===== src/rtl/pipe_pkg.sv =====
`default_nettype none
// +--------------------------------------------------------------------+
// | pipe_pkg : shared state encoding and width defaults for pipe_stage  |
// | Revision : 1.0                                                      |
// +--------------------------------------------------------------------+
package pipe_pkg;

  localparam int XLEN      = 32;
  localparam int REGADDR_W = 5;

  typedef enum logic [1:0] {
    PS_EMPTY = 2'b00,
    PS_FULL  = 2'b01,
    PS_SKID  = 2'b10
  } pipe_state_e;

endpackage
`default_nettype wire


===== src/rtl/pipe_stage_sat_counter.sv =====
`default_nettype none
// +--------------------------------------------------------------------+
// | sat_counter : up-counter that sticks at all-ones, synchronous clear |
// | Revision    : 1.0                                                   |
// +--------------------------------------------------------------------+
module sat_counter #(
  parameter int WIDTH = 16
) (
  input  logic             clk_i,
  input  logic             clr_i,
  input  logic             inc_i,
  output logic [WIDTH-1:0] cnt_o
);

  logic [WIDTH-1:0] cnt_q;
  logic [WIDTH-1:0] cnt_d;

  always_comb begin
    cnt_d = cnt_q;
    if (clr_i) begin
      cnt_d = '0;
    end else if (inc_i && (cnt_q != '1)) begin
      cnt_d = cnt_q + 1'b1;
    end
  end

  always_ff @(posedge clk_i) begin
    cnt_q <= cnt_d;
  end

  assign cnt_o = cnt_q;

endmodule
`default_nettype wire


===== src/rtl/pipe_stage.sv =====
`default_nettype none
// +--------------------------------------------------------------------+
// | pipe_stage : elastic valid/ready pipeline register with flush and   |
// |              saturating stall counter; PIPE_STAGE_SKID_EN enables   |
// |              the registered-ready two-entry skid buffer.            |
// | Revision   : 1.0                                                    |
// +--------------------------------------------------------------------+
module pipe_stage
  import pipe_pkg::*;
#(
  parameter int                DATA_W     = XLEN,
  parameter logic [DATA_W-1:0] RESET_DATA = '0,
  parameter int                CNT_W      = 16
) (
  input  logic              clk_i,
  input  logic              rst_i,
  input  logic              flush_i,
  input  logic              valid_i,
  output logic              ready_o,
  input  logic [DATA_W-1:0] data_i,
  output logic              valid_o,
  input  logic              ready_i,
  output logic [DATA_W-1:0] data_o,
  output logic [CNT_W-1:0]  stall_cnt_o
);

  pipe_state_e       state_q;
  logic              valid_q;
  logic [DATA_W-1:0] main_q;
`ifdef PIPE_STAGE_SKID_EN
  logic              ready_q;
  logic [DATA_W-1:0] skid_q;
`endif

  // Flush only resets control state; payload registers keep stale data.
  always_ff @(posedge clk_i) begin
    if (rst_i) begin
      state_q <= PS_EMPTY;
      valid_q <= 1'b0;
      main_q  <= RESET_DATA;
`ifdef PIPE_STAGE_SKID_EN
      ready_q <= 1'b1;
`endif
    end else if (flush_i) begin
      state_q <= PS_EMPTY;
      valid_q <= 1'b0;
`ifdef PIPE_STAGE_SKID_EN
      ready_q <= 1'b1;
`endif
    end else begin
      case (state_q)
        PS_EMPTY: begin
          if (valid_i) begin
            main_q  <= data_i;
            state_q <= PS_FULL;
            valid_q <= 1'b1;
          end
        end
        PS_FULL: begin
          if (valid_i && ready_i) begin
            main_q <= data_i;
          end else if (ready_i) begin
            state_q <= PS_EMPTY;
            valid_q <= 1'b0;
`ifdef PIPE_STAGE_SKID_EN
          end else if (valid_i) begin
            skid_q  <= data_i;
            state_q <= PS_SKID;
            ready_q <= 1'b0;
`endif
          end
        end
`ifdef PIPE_STAGE_SKID_EN
        PS_SKID: begin
          if (ready_i) begin
            main_q  <= skid_q;
            state_q <= PS_FULL;
            ready_q <= 1'b1;
          end
        end
`endif
        default: begin
          state_q <= PS_EMPTY;
          valid_q <= 1'b0;
`ifdef PIPE_STAGE_SKID_EN
          ready_q <= 1'b1;
`endif
        end
      endcase
    end
  end

`ifdef PIPE_STAGE_SKID_EN
  assign ready_o = ready_q;
`else
  assign ready_o = ready_i | ~valid_q;
`endif
  assign valid_o = valid_q;
  assign data_o  = main_q;

  sat_counter #(
    .WIDTH (CNT_W)
  ) u_stall_cnt (
    .clk_i (clk_i),
    .clr_i (rst_i),
    .inc_i (valid_q & ~ready_i),
    .cnt_o (stall_cnt_o)
  );

endmodule
`default_nettype wire


===== config.mk =====
export PLATFORM = sky130hd
export DESIGN_NAME = pipe_stage
export DESIGN_NICKNAME = d
export VERILOG_FILES = /design/src/rtl/pipe_pkg.sv /design/src/rtl/pipe_stage_sat_counter.sv /design/src/rtl/pipe_stage.sv
export SDC_FILE = /design/constraint.sdc
export NUM_CORES = 1
export LEC_CHECK = 0
export CORE_UTILIZATION = 45
export CTS_BUF_LIST = sky130_fd_sc_hd__clkbuf_4 sky130_fd_sc_hd__clkbuf_8 sky130_fd_sc_hd__clkbuf_16
export DETAILED_ROUTE_END_ITERATION = 8
export MAX_ROUTING_LAYER = met4
export PLACE_DENSITY = 0.84
export SLEW_MARGIN = 5
export SYNTH_ARGS = -nofsm -noshare
export SYNTH_HDL_FRONTEND = slang
export SYNTH_SLANG_ARGS = --single-unit

===== constraint.sdc =====
create_clock -name clk_i -period 3 [get_ports clk_i]
set_clock_uncertainty 0.05 [all_clocks]
set_input_delay 0.75 -clock clk_i [delete_from_list [all_inputs] [get_ports clk_i]]
set_output_delay 0.75 -clock clk_i [all_outputs]
set_load 0.01 [all_outputs]

# After elaboration in Yosys (flattened, before gate mapping)
# Cells that the tools add are included.
# W data, S select, Z words.
dict set report op_classes {
  mux 11
  bitwise 5
  reduce_logical 7
  addsub 1
  n_eq_ne 6
}
# op n
set op_table {}
lappend op_table {{$mux W32} 2}
lappend op_table {{$pmux W32 S2} 1}
lappend op_table {{$add A16 B1 Y16 const B} 1}
lappend op_table {{$ne A16 B16 Y1 const B} 1}
lappend op_table {{$ne A2 B2 Y1 const B} 4}
lappend op_table {{$mux W2} 3}
lappend op_table {{$pmux W2 S2} 1}
lappend op_table {{$reduce_and A4 Y1} 1}
lappend op_table {{$mux W1} 3}
lappend op_table {{$not A1 Y1} 3}
lappend op_table {{$reduce_and A3 Y1} 1}
lappend op_table {{$eq A2 B1 Y1 const B} 1}
lappend op_table {{$logic_and A1 B1 Y1} 2}
lappend op_table {{$logic_not A2 Y1} 1}
lappend op_table {{$pmux W1 S2} 1}
lappend op_table {{$reduce_bool A2 Y1} 1}
lappend op_table {{$reduce_or A2 Y1} 1}
lappend op_table {{$and A1 B1 Y1} 1}
lappend op_table {{$or A1 B1 Y1} 1}
dict set report word_totals {
  inputBits 37
  output_inout_bits 50
  wordCells 34
  reg_bits 51
}

# Depth between registers and ports, before layout
# Gate-level depths: netlist (run 1).
dict set report logic_depth {
  depth_word 3
  mapped_depth 7
  depth_no_buf 5
}

# Cells and area by module
# Synthesis (run 1) repeated with hierarchy kept, for this count alone.
dict set report unflattened {
  hier_cells 244
  hier_area_um2 2367.3
}
# mod cells_each instances area_per_inst_um2 seq_area_each_um2
set modules_own_cells {}
lappend modules_own_cells {pipe_stage 145 1 1519.0 660.6}
lappend modules_own_cells {sat_counter 99 1 848.3 320.3}

# Least setup slack after synthesis (run 1)
# No wires, ideal clock.
dict set report synth_timing {
  path_kind {input -> register}
  startpoint {in ready_i}
  endpoint {reg u_stall_cnt.cnt_q[10], in the netlist u_stall_cnt.cnt_o[10]}
  setup_time_ps 123
  n_path_buf 2
  path_stages 7
  required_time_ps 2827
  arrival_time_ps 1991
  slack_ps 835
  cell_sequence {nor2b_4 buf_6 inv_4 or2_0 clkbuf_2 nor4b_1 mux2_1}
}
dict set report synth_via {
  elab_chain_cells 3
}
# item line_no
set synth_lines {}
lappend synth_lines {{from (decl)} pipe_stage.sv:22} ;# input logic ready_i,
lappend synth_lines {{$not A1 Y1} pipe_stage.sv:106} ;# .inc_i (valid_q & ~ready_i),
lappend synth_lines {{$and A1 B1 Y1} pipe_stage.sv:106}
lappend synth_lines {{$logic_and A1 B1 Y1} pipe_stage_sat_counter.sv:22} ;# end else if (inc_i && (cnt_q != '1)) begin
lappend synth_lines {{to (signal assigned)} pipe_stage_sat_counter.sv:28} ;# cnt_q <= cnt_d;
lappend synth_lines {{to (decl)} pipe_stage_sat_counter.sv:15} ;# logic [WIDTH-1:0] cnt_q;
# No other way between the ends.
# A chain may end at the register's enable or synchronous reset.

# Final worst setup path (run 1)
dict set report layout_timing {
  startpoint {in ready_i}
  endpoint {out ready_o}
}
dict set report layout_via {
  elab_chain_cells 1
}
# item line_no
set layout_lines {}
lappend layout_lines {{$or A1 B1 Y1} pipe_stage.sv:96} ;# assign ready_o = ready_i | ~valid_q;
lappend layout_lines {{to (decl)} pipe_stage.sv:19} ;# output logic ready_o,
# No other way between the ends.

==> run_summary.xml, run 1 <==
<?xml version="1.0" encoding="UTF-8"?>
<metrics>
  <group name="sta">
    <metric name="slew_violations" unit="">0</metric>
    <metric name="rsz0062_at_grt" unit="">no</metric>
    <metric name="setup_failing_eps_final" unit="">0</metric>
    <metric name="finalSetupTns" unit="ps">0</metric>
    <metric name="timing.final.crit_share" unit="%">90.4</metric>
    <metric name="period_minus_slack" unit="ps">2710</metric>
    <metric name="finalHoldWorstSlack" unit="ps">406</metric>
    <metric name="timing.max_slew.rel_slack" unit="%">56.7</metric>
    <metric name="tightest_slew" unit="ps">648</metric>
    <metric name="fmaxAchievable" unit="MHz">369</metric>
    <metric name="final-hold-violation-count" unit="">0</metric>
  </group>
  <group name="floorplanning">
    <metric name="design.die.area" unit="mm²">0.00474</metric>
    <metric name="chipWidth" unit="µm">68.8</metric>
    <metric name="num_rows" unit="">23</metric>
    <metric name="core" unit="mm²">0.00414</metric>
    <metric name="chipHeight" unit="µm">68.8</metric>
    <metric name="top_level_ports" unit="">87</metric>
    <metric name="start_util" unit="%">48.5</metric>
  </group>
  <group name="worst_setup_path">
    <metric name="ff2ff_setup_slack" unit="ps">1000</metric>
    <metric name="worstPathMaxFanout" unit="">7</metric>
    <metric name="setup.worst_path.end_class" unit="">primary output</metric>
    <metric name="timing.critical_path.arrival" unit="ps">1910</metric>
    <metric name="crit_path_start_kind" unit="">input port</metric>
    <metric name="worst_ep_required_time" unit="ps">2200</metric>
    <metric name="criticalPathCategory" unit="">in2out</metric>
  </group>
  <group name="finish">
    <metric name="layout.cells.most_common" unit="">sky130_fd_sc_hd__clkdlybuf4s50_1</metric>
    <metric name="num-nets-final" unit="">370</metric>
    <metric name="drive_above_1_share" unit="%">6.61</metric>
    <metric name="finish.instance_area" unit="mm²">0.00299</metric>
    <metric name="layout-area-overhead-vs-synth" unit="%">49.0</metric>
    <metric name="antenna_cells" unit="">0</metric>
    <metric name="layout_common_cells" unit="">85 x sky130_fd_sc_hd__clkdlybuf4s50_1, 68 x sky130_fd_sc_hd__nand2_1, 49 x sky130_fd_sc_hd__dfxtp_1</metric>
  </group>
  <group name="clock_network">
    <metric name="htree_num_levels" unit="">2</metric>
    <metric name="cts_setup_buffers" unit="">0</metric>
    <metric name="clock_transition_at_the_register_clock_pins_on_the_worst_setup_and_hold_paths_after_cts" unit="ps">90</metric>
    <metric name="post_cts_resized" unit="">0</metric>
    <metric name="clk_path_buf_depth" unit="">2</metric>
    <metric name="inserted_clock_buffers" unit="">5</metric>
    <metric name="holdBufCountCts" unit="">0</metric>
    <metric name="worst_skew_pair.late_latency" unit="ps">300</metric>
    <metric name="clock_tree_root_buffer_cell" unit="">sky130_fd_sc_hd__clkbuf_8</metric>
    <metric name="tritoncts" unit="">done</metric>
    <metric name="cts.sinks" unit="">49</metric>
  </group>
  <group name="power_and_ir_drop">
    <metric name="post-layout-total-power" unit="W">0.00124</metric>
    <metric name="total_power_per_unit_cell_area" unit="mW/mm²">414</metric>
    <metric name="vdd.ir_drop.worst" unit="mV">0.290</metric>
    <metric name="static-leakage-power" unit="nW">1.06</metric>
  </group>
  <group name="placement">
    <metric name="port_buffers" unit="">86</metric>
    <metric name="place_hpwl" unit="µm">3460</metric>
    <metric name="place.gp.congestion" unit="">0.919</metric>
    <metric name="standard_cell_area_after_detailed_placement" unit="mm²">0.00290</metric>
  </group>
  <group name="synthesis">
    <metric name="postSynthCellCount" unit="">249</metric>
    <metric name="ys_seq_area_share" unit="%">48.8</metric>
    <metric name="syn_area_per_cell" unit="µm²">8.07</metric>
    <metric name="synth.ff_latch_count" unit="">49</metric>
    <metric name="synthesis.area" unit="mm²">0.00201</metric>
    <metric name="synth_warnings" unit="">0</metric>
    <metric name="synth_nets" unit="">287</metric>
    <metric name="yosysUniqueCellTypes" unit="">40</metric>
  </group>
  <group name="drt">
    <metric name="post_drt_via_cell_ratio" unit="">5.30</metric>
    <metric name="final_antenna_net_count" unit="">0</metric>
    <metric name="wl_per_cell" unit="µm">12.9</metric>
    <metric name="firstDrtPassIters" unit="">4</metric>
    <metric name="num_vias" unit="">2028</metric>
    <metric name="residual_drc" unit="">0</metric>
    <metric name="drt_first_iter_violations" unit="">103</metric>
    <metric name="wirelength" unit="µm">4940</metric>
  </group>
  <group name="global_route">
    <metric name="grt_first_pass_wirelength" unit="µm">7340</metric>
    <metric name="globalRoute.totalOverflow" unit="">0</metric>
    <metric name="antenna_found_initial" unit="">0</metric>
    <metric name="grt_use_total" unit="%">21.5</metric>
    <metric name="grt_pass1_vias" unit="">1749</metric>
    <metric name="grt_max_degree" unit="">33</metric>
  </group>
  <group name="min_path">
    <metric name="hold_path_class" unit="">reg2reg</metric>
  </group>
  <group name="job">
    <metric name="max_cap_violations" unit="">0</metric>
  </group>
  <group name="status">
    <metric name="result_of_the_run" unit="">finished, final reports clean</metric>
  </group>
</metrics>
[cells in the mapped netlist (all sizes together)]
master	instances	share of area, %
nor3b	1	0.37
a31oi	2	0.62
and4	1	0.44
and3b	1	0.44
nand3b	2	0.75
a21boi	1	0.37
nor2b	7	2.6
a31o	1	0.44
nand3	7	1.7
and3	4	1.2
a41oi	2	0.87
a211oi	5	1.9
o31ai	1	0.37
and2	1	0.31
a311o	2	1.0
dfxtp	49	49
nor4b	1	0.44
nor2	12	2.2
nand4	2	0.62
buf	2	0.81
nand2	68	13
nand2b	1	0.31
ha	1	0.62
clkbuf	13	2.5
nor3	8	2.0
a2111oi	1	0.44
a311oi	2	0.87
or4	1	0.37
or3	1	0.31
inv	2	0.50
or2	2	0.62
a21oi	39	9.7
mux2	4	2.2
o21ai	2	0.50
[critical path: stages]
cell and delay (ps):
sky130_fd_sc_hd__clkdlybuf4s50_1 500, sky130_fd_sc_hd__nor2b_4 60, sky130_fd_sc_hd__inv_4 70, sky130_fd_sc_hd__clkdlybuf4s50_1 530
[per-layer routing]
layer	routed length, µm	global-route usage, %
met1	2190	25.5
met2	2330	34.8
met3	367	6.41
met4	42	7.14
met5	0	-
[power by group]
part           leakage, nW  total [W]  internal [W]  switching [W]
clock network       0.0490   0.000393      0.000176       0.000217
registers            0.399   0.000682      0.000672      0.0000107
logic                0.610   0.000164     0.0000957      0.0000683
total                 1.06    0.00124      0.000943       0.000296
[per-stage QoR]
step / instances / worst slack [ps] / utilization (%)
floorplan: 249 / 835 / -
global placement: 375 / 292 / 70.1
detailed placement: 375 / 286 / 70.1
CTS: 383 / 281 / 72.3
global route: 383 / 248 / 72.3
finish: 383 / 289 / 72.3
[cell families after synthesis]
kind of cell               count (synthesis)  synth area share, %
AOI/OAI and AO/OA                         58                 17.1
DFF                                       49                 48.8
and+or+nand+nor                          120                 27.5
buffers and inverters                     17                 3.80
muxes                                      4                 2.24
adders and majority gates                  1                0.623
[path summary, 6_finish.rpt]
kind / startpoint / depth (start not counted) / end
setup / recovery: ready_i / 4 / ready_o
hold / removal: data_o[16] / 2 / data_o[16]
setup reg to reg: u_stall_cnt.cnt_o[0] / 5 / u_stall_cnt.cnt_o[10]
hold reg to reg: data_o[16] / 2 / data_o[16]
[registers in the layout (all words and copies together), names as in the netlist]
name,cells
u_stall_cnt.cnt_o,16
data_o,32
valid_o,1
[layout make-up]
class / count / area, µm²
tap: 50 / 62.6
clock inverter: 2 / 13.8
inverter: 2 / 10.0
multi-input combinational: 183 / 957
clock buffer: 6 / 76.3
timing repair buffer: 91 / 893
sequential: 49 / 981
fill: 334 / 1150
Power figures use the tool's default switching activity.
==> run 2, diff against run 1 <==
- ABC_AREA: not set -> 1
- PLACE_DENSITY: 0.84 -> 0.83
==> run_summary.xml, run 2 <==
<?xml version="1.0" encoding="UTF-8"?>
<metrics>
  <group name="power_and_ir_drop">
    <metric name="p_comb_share" unit="%">15.8</metric>
    <metric name="switching_share_of_power" unit="%">23.3</metric>
    <metric name="vdd.ir_drop.worst" unit="mV">0.366</metric>
    <metric name="clock_power_share" unit="%">30.4</metric>
    <metric name="total_power_per_unit_cell_area" unit="mW/mm²">420</metric>
    <metric name="cellInternalPower" unit="W">0.000994</metric>
    <metric name="post-layout-total-power" unit="W">0.00130</metric>
    <metric name="switching_power" unit="W">0.000303</metric>
    <metric name="seq_power_share" unit="%">53.8</metric>
    <metric name="static-leakage-power" unit="nW">1.21</metric>
  </group>
  <group name="synthesis">
    <metric name="synth_warnings" unit="">0</metric>
    <metric name="yosys-top-cells-count" unit="">102 x sky130_fd_sc_hd__nor2_1, 49 x sky130_fd_sc_hd__dfxtp_1, 34 x sky130_fd_sc_hd__nand2_1, 34 x sky130_fd_sc_hd__o21ai_0, 16 x sky130_fd_sc_hd__inv_1</metric>
    <metric name="synthesis.area" unit="mm²">0.00210</metric>
    <metric name="synthDominantAreaCellType" unit="">sky130_fd_sc_hd__dfxtp_1</metric>
    <metric name="synth_nets" unit="">332</metric>
    <metric name="ys_seq_area_share" unit="%">46.6</metric>
    <metric name="synth_edf_count" unit="">0</metric>
    <metric name="synth.ff_latch_count" unit="">49</metric>
    <metric name="post-synth-top-area-fraction" unit="%">46.6</metric>
    <metric name="postSynthCellCount" unit="">294</metric>
    <metric name="most_common_flop_cell_mapped_by_yosys" unit="">sky130_fd_sc_hd__dfxtp_1</metric>
    <metric name="synth_top_cells_by_area" unit="">sky130_fd_sc_hd__dfxtp_1 47%, sky130_fd_sc_hd__nor2_1 18%, sky130_fd_sc_hd__o21ai_0 8.1%</metric>
    <metric name="yosysUniqueCellTypes" unit="">25</metric>
    <metric name="syn_area_per_cell" unit="µm²">7.15</metric>
    <metric name="async_flop_share" unit="%">0</metric>
    <metric name="most_common_cell_in_the_synthesized_netlist" unit="">sky130_fd_sc_hd__nor2_1</metric>
  </group>
  <group name="clock_network">
    <metric name="inserted_clock_buffers" unit="">5</metric>
    <metric name="cts_setup_buffers" unit="">0</metric>
    <metric name="post_cts_resized" unit="">0</metric>
    <metric name="cts.sinks" unit="">49</metric>
    <metric name="holdBufCountCts" unit="">0</metric>
    <metric name="worst_skew_pair.late_latency" unit="ps">290</metric>
    <metric name="clk_path_buf_depth" unit="">2</metric>
    <metric name="htree_num_levels" unit="">2</metric>
    <metric name="tritoncts" unit="">done</metric>
    <metric name="clock_tree_root_buffer_cell" unit="">sky130_fd_sc_hd__clkbuf_8</metric>
    <metric name="clock_transition_at_the_register_clock_pins_on_the_worst_setup_and_hold_paths_after_cts" unit="ps">80</metric>
  </group>
  <group name="drt">
    <metric name="post_drt_via_cell_ratio" unit="">4.87</metric>
    <metric name="firstDrtPassIters" unit="">4</metric>
    <metric name="final_antenna_net_count" unit="">0</metric>
    <metric name="wirelength" unit="µm">4860</metric>
    <metric name="residual_drc" unit="">0</metric>
    <metric name="drt_first_iter_violations" unit="">80</metric>
    <metric name="num_vias" unit="">2102</metric>
    <metric name="wl_per_cell" unit="µm">11.2</metric>
  </group>
  <group name="placement">
    <metric name="place_hpwl" unit="µm">3640</metric>
    <metric name="place.gp.congestion" unit="">0.830</metric>
    <metric name="place_inst" unit="">425</metric>
    <metric name="port_buffers" unit="">86</metric>
  </group>
  <group name="sta">
    <metric name="timing.final.crit_share" unit="%">89.2</metric>
    <metric name="fmaxAchievable" unit="MHz">374</metric>
    <metric name="final-hold-violation-count" unit="">0</metric>
    <metric name="finalSetupTns" unit="ps">0</metric>
    <metric name="timing.max_slew.rel_slack" unit="%">75.2</metric>
    <metric name="setup_failing_eps_final" unit="">0</metric>
    <metric name="tightest_slew" unit="ps">372</metric>
    <metric name="slew_violations" unit="">0</metric>
    <metric name="period_minus_slack" unit="ps">2680</metric>
    <metric name="rsz0062_at_grt" unit="">no</metric>
  </group>
  <group name="floorplanning">
    <metric name="design.die.area" unit="mm²">0.00495</metric>
    <metric name="num_rows" unit="">24</metric>
    <metric name="chipWidth" unit="µm">70.4</metric>
    <metric name="start_util" unit="%">47.6</metric>
    <metric name="core" unit="mm²">0.00441</metric>
    <metric name="chipHeight" unit="µm">70.4</metric>
    <metric name="top_level_ports" unit="">87</metric>
  </group>
  <group name="global_route">
    <metric name="grt_pass1_vias" unit="">1932</metric>
    <metric name="grt_first_pass_wirelength" unit="µm">8200</metric>
    <metric name="antenna_found_initial" unit="">0</metric>
    <metric name="globalRoute.totalOverflow" unit="">0</metric>
    <metric name="grt_max_degree" unit="">33</metric>
    <metric name="grt_use_total" unit="%">21.2</metric>
  </group>
  <group name="finish">
    <metric name="layout-area-overhead-vs-synth" unit="%">46.9</metric>
    <metric name="drive_above_1_share" unit="%">8.16</metric>
    <metric name="final.fill_count" unit="">360</metric>
    <metric name="layout_common_cells" unit="">102 x sky130_fd_sc_hd__nor2_1, 86 x sky130_fd_sc_hd__clkdlybuf4s50_1, 49 x sky130_fd_sc_hd__dfxtp_1</metric>
    <metric name="antenna_cells" unit="">0</metric>
    <metric name="num-nets-final" unit="">418</metric>
    <metric name="largest_register_ff_count" unit="">32</metric>
    <metric name="layout.cells.most_common" unit="">sky130_fd_sc_hd__nor2_1</metric>
    <metric name="layout.cells.non_filler" unit="">432</metric>
  </group>
  <group name="worst_setup_path">
    <metric name="worstPathMaxFanout" unit="">2</metric>
    <metric name="timing.critical_path.arrival" unit="ps">1880</metric>
    <metric name="criticalPathCategory" unit="">in2out</metric>
    <metric name="worst_path_dominant_cell_family" unit="">buffers and inverters</metric>
    <metric name="cp_common_cell" unit="">sky130_fd_sc_hd__clkdlybuf4s50_1</metric>
    <metric name="worst_ep_required_time" unit="ps">2200</metric>
    <metric name="critical_path.slowest_cell" unit="">sky130_fd_sc_hd__clkdlybuf4s50_1</metric>
    <metric name="highest_cell_delay_on_the_worst_timing_path" unit="ps">540</metric>
    <metric name="cp_cell_sequence" unit="">clkdlybuf4s50_1, inv_1, nand2_2, clkdlybuf4s50_1</metric>
    <metric name="worstPathBufferInverterCount" unit="">3</metric>
    <metric name="crit_path_start_kind" unit="">input port</metric>
    <metric name="setup.worst_path.end_class" unit="">primary output</metric>
  </group>
  <group name="job">
    <metric name="max_cap_violations" unit="">0</metric>
  </group>
  <group name="status">
    <metric name="result_of_the_run" unit="">finished, final reports clean</metric>
  </group>
  <group name="min_path">
    <metric name="hold_path_class" unit="">reg2reg</metric>
  </group>
</metrics>
-- run 2: area by class of cell --
cell class | count | area [µm²] | area share, %
clock buffer | 7 | 90.1 | 2.92
inverter | 18 | 70.1 | 2.27
multi-input combinational | 214 | 977 | 31.6
sequential | 49 | 981 | 31.8
tap | 52 | 65.1 | 2.11
timing repair buffer | 92 | 906 | 29.3
-- run 2: layer usage --
| layer | GRT usage [%] | wire length, µm | vias to the layer above |
|---|---|---|---|
| met5 | - | 0 | - |
| met3 | 8.08 | 395 | 2 |
| met4 | 8.00 | 25 | 0 |
| met1 | 23.7 | 2120 | 935 |
| met2 | 34.3 | 2310 | 69 |
| li1 | - | - | 1096 |
-- run 2: power groups by stage --
stage	Combinational (W)	Clock (W)	Sequential, W
global placement	0.000204	0	0.000712
detailed placement	0.000206	0	0.000713
floorplan	0.0000673	0	0.000727
global route	0.000225	0.000433	0.000702
CTS	0.000207	0.000407	0.000698
finish	0.000205	0.000395	0.000697
-- run 2: kinds of logic (layout without fill, tap and decap cells) --
group | Yosys count | after routing | share of synthesized area (%)
buf+inv | 31 | 117 | 6.90
compound gates | 47 | 47 | 11.5
fa+ha+maj | 1 | 1 | 0.595
flops | 49 | 49 | 46.6
simple gates | 165 | 165 | 33.9
xor+xnor | 1 | 1 | 0.416
-- run 2: worst min-delay path: cells and delay by family (launching register included) --
kind,cells,cell delay (ps)
and+or+nand+nor,2,120
DFF,1,330
-- run 2: path summary, 6_finish.rpt --
path	startpoint	end	slack, ps	cells after the start
min	data_o[27]	data_o[27]	440	2
max	ready_i	ready_o	320	4
max reg2reg	u_stall_cnt.cnt_o[0]	u_stall_cnt.cnt_o[6]	1400	8
min reg2reg	data_o[27]	data_o[27]	440	2
-- run 2: stage by stage --
step | instance area, µm² | hold WS, ps | setup slack, ps | utilization, %
floorplan | 2100 | 460 | 1290 | -
finish | 3090 | 436 | 325 | 70.0
detailed placement | 3000 | 421 | 326 | 67.9
CTS | 3090 | 439 | 325 | 70.0
global placement | 3000 | 410 | 338 | 67.9
global route | 3090 | 455 | 301 | 70.0
==> run 3, diff against run 2 <==
- CORE_MARGIN: not set -> 2
==> run_summary.xml, run 3 (synthesis gave the netlist of run 2 again) <==
<?xml version="1.0" encoding="UTF-8"?>
<metrics>
  <group name="clock_network">
    <metric name="clock_tree_root_buffer_cell" unit="">sky130_fd_sc_hd__clkbuf_8</metric>
    <metric name="cts.sinks" unit="">49</metric>
    <metric name="clock_transition_at_the_register_clock_pins_on_the_worst_setup_and_hold_paths_after_cts" unit="ps">90</metric>
    <metric name="inserted_clock_buffers" unit="">5</metric>
    <metric name="worst_skew_pair.late_latency" unit="ps">290</metric>
    <metric name="clk_path_buf_depth" unit="">2</metric>
    <metric name="post_cts_resized" unit="">0</metric>
    <metric name="htree_num_levels" unit="">2</metric>
    <metric name="holdBufCountCts" unit="">0</metric>
    <metric name="tritoncts" unit="">done</metric>
    <metric name="cts_setup_buffers" unit="">0</metric>
  </group>
  <group name="placement">
    <metric name="place_hpwl" unit="µm">3740</metric>
    <metric name="port_buffers" unit="">86</metric>
    <metric name="place.gp.congestion" unit="">0.821</metric>
    <metric name="place_inst" unit="">424</metric>
  </group>
  <group name="floorplanning">
    <metric name="design.die.area" unit="mm²">0.00524</metric>
    <metric name="num_rows" unit="">24</metric>
    <metric name="chipWidth" unit="µm">72.4</metric>
    <metric name="top_level_ports" unit="">87</metric>
    <metric name="start_util" unit="%">47.6</metric>
    <metric name="chipHeight" unit="µm">72.4</metric>
    <metric name="core" unit="mm²">0.00441</metric>
  </group>
  <group name="global_route">
    <metric name="grt_max_degree" unit="">33</metric>
    <metric name="grt_use_total" unit="%">20.9</metric>
    <metric name="globalRoute.totalOverflow" unit="">0</metric>
    <metric name="antenna_found_initial" unit="">0</metric>
    <metric name="grt_first_pass_wirelength" unit="µm">8460</metric>
    <metric name="grt_pass1_vias" unit="">1901</metric>
  </group>
  <group name="sta">
    <metric name="slew_violations" unit="">0</metric>
    <metric name="finalSetupTns" unit="ps">0</metric>
    <metric name="rsz0062_at_grt" unit="">no</metric>
    <metric name="timing.max_slew.rel_slack" unit="%">73.2</metric>
    <metric name="fmaxAchievable" unit="MHz">377</metric>
    <metric name="period_minus_slack" unit="ps">2650</metric>
    <metric name="setup_failing_eps_final" unit="">0</metric>
    <metric name="final-hold-violation-count" unit="">0</metric>
    <metric name="timing.final.crit_share" unit="%">88.3</metric>
    <metric name="tightest_slew" unit="ps">402</metric>
  </group>
  <group name="power_and_ir_drop">
    <metric name="static-leakage-power" unit="nW">1.21</metric>
    <metric name="switching_power" unit="W">0.000313</metric>
    <metric name="total_power_per_unit_cell_area" unit="mW/mm²">417</metric>
    <metric name="vdd.ir_drop.worst" unit="mV">0.295</metric>
    <metric name="clock_power_share" unit="%">29.8</metric>
    <metric name="cellInternalPower" unit="W">0.000974</metric>
    <metric name="p_comb_share" unit="%">16.0</metric>
    <metric name="seq_power_share" unit="%">54.2</metric>
    <metric name="switching_share_of_power" unit="%">24.3</metric>
  </group>
  <group name="drt">
    <metric name="wl_per_cell" unit="µm">11.8</metric>
    <metric name="residual_drc" unit="">0</metric>
    <metric name="firstDrtPassIters" unit="">4</metric>
    <metric name="wirelength" unit="µm">5080</metric>
    <metric name="final_antenna_net_count" unit="">0</metric>
    <metric name="num_vias" unit="">2105</metric>
    <metric name="drt_first_iter_violations" unit="">109</metric>
    <metric name="post_drt_via_cell_ratio" unit="">4.87</metric>
  </group>
  <group name="worst_setup_path">
    <metric name="crit_reg_reg_startpoint" unit="">u_stall_cnt.cnt_o[0]</metric>
    <metric name="worstPathMaxFanout" unit="">2</metric>
    <metric name="cp_cell_sequence" unit="">clkdlybuf4s50_1, inv_1, nand2_2, clkdlybuf4s50_1</metric>
    <metric name="worst_path_dominant_cell_family" unit="">buffers and inverters</metric>
    <metric name="criticalPathCategory" unit="">in2out</metric>
    <metric name="timing.critical_path.arrival" unit="ps">1850</metric>
    <metric name="cp_common_cell" unit="">sky130_fd_sc_hd__clkdlybuf4s50_1</metric>
    <metric name="ff2ff_setup_slack" unit="ps">1420</metric>
    <metric name="cp.depth" unit="">4</metric>
    <metric name="worst_ep_required_time" unit="ps">2200</metric>
    <metric name="rr_endpoint" unit="">u_stall_cnt.cnt_o[3]</metric>
    <metric name="setup.worst_path.end_class" unit="">primary output</metric>
    <metric name="highest_cell_delay_on_the_worst_timing_path" unit="ps">530</metric>
    <metric name="critPathCapture" unit="">ready_o</metric>
    <metric name="ff2ff_path_depth" unit="">8</metric>
    <metric name="worstPathBufferInverterCount" unit="">3</metric>
    <metric name="crit_path_start_kind" unit="">input port</metric>
    <metric name="critical_path.slowest_cell" unit="">sky130_fd_sc_hd__clkdlybuf4s50_1</metric>
    <metric name="cp_startpoint" unit="">ready_i</metric>
  </group>
  <group name="finish">
    <metric name="num-nets-final" unit="">417</metric>
    <metric name="layout-area-overhead-vs-synth" unit="%">46.9</metric>
    <metric name="layout.cells.non_filler" unit="">432</metric>
    <metric name="layout.cells.most_common" unit="">sky130_fd_sc_hd__nor2_1</metric>
    <metric name="largest_register_ff_count" unit="">32</metric>
    <metric name="drive_above_1_share" unit="%">8.16</metric>
    <metric name="final.fill_count" unit="">372</metric>
    <metric name="layout_common_cells" unit="">102 x sky130_fd_sc_hd__nor2_1, 86 x sky130_fd_sc_hd__clkdlybuf4s50_1, 49 x sky130_fd_sc_hd__dfxtp_1</metric>
    <metric name="antenna_cells" unit="">0</metric>
  </group>
  <group name="status">
    <metric name="result_of_the_run" unit="">finished, final reports clean</metric>
  </group>
  <group name="job">
    <metric name="max_cap_violations" unit="">0</metric>
  </group>
  <group name="min_path">
    <metric name="hold_path_class" unit="">reg2reg</metric>
  </group>
</metrics>
[run 3: cell types whose count changed in the layout (fill, tap and decap cells not counted), sizes merged]
cell / before / now
clkinv: 2 / 4
clkbuf: 7 / 6
buf: 6 / 5
[run 3: per-stage QoR]
step	worst slack, ps	instance area (µm²)	total power, W	hold WS (ps)	utilization (%)
floorplan	1290	2100	0.000795	460	-
global placement	360	3000	0.000916	411	68.1
detailed placement	358	3000	0.000921	422	68.1
CTS	343	3090	0.00130	441	70.0
global route	292	3090	0.00135	466	70.0
finish	350	3090	0.00129	435	70.0
[run 3: layer usage]
layer	vias to the layer above	part of all wire [%]	global-route usage (%)
li1	1098	-	-
met1	934	43	25.5
met2	69	49	33.7
met3	4	8.0	6.94
met4	0	0.63	4.61
met5	-	0	-
[run 3: cell type report]
class / instances / area (µm²) / area share [%]
flip-flops and latches: 49 / 981 / 31.7
multi-input cells: 214 / 977 / 31.6
repair buffers: 91 / 911 / 29.5
clock buffers: 6 / 76.3 / 2.47
inverters: 18 / 70.1 / 2.27
well taps: 52 / 65.1 / 2.11
clock inverters: 2 / 10.0 / 0.324
[run 3: tightest hold or removal path, delay by kind of cell (launching register included)]
| kind | cells | cell delay (ps) |
|---|---|---|
| DFF | 1 | 330 |
| and+or+nand+nor | 2 | 120 |
[run 3: worst min path at each step]
stage | endpoint | from | depth (start not counted) | slack [ps]
6_report | data_o[7] | data_o[7] | 2 | 430
5_1_grt | data_o[27] | data_o[27] | 2 | 470
4_1_cts | data_o[7] | data_o[7] | 2 | 440
3_5_place_dp | data_o[5] | data_o[5] | 2 | 420
3_3_place_gp | data_o[0] | data_o[0] | 2 | 410
2_1_floorplan | data_o[0] | data_o[0] | 2 | 460
[run 3: power by group through the flow]
stage	Sequential [W]	Clock [W]	Combinational (W)
2_1_floorplan	0.000727	0	0.0000673
3_3_place_gp	0.000711	0	0.000205
3_5_place_dp	0.000713	0	0.000208
4_1_cts	0.000698	0.000397	0.000209
5_1_grt	0.000702	0.000423	0.000230
6_report	0.000698	0.000383	0.000207
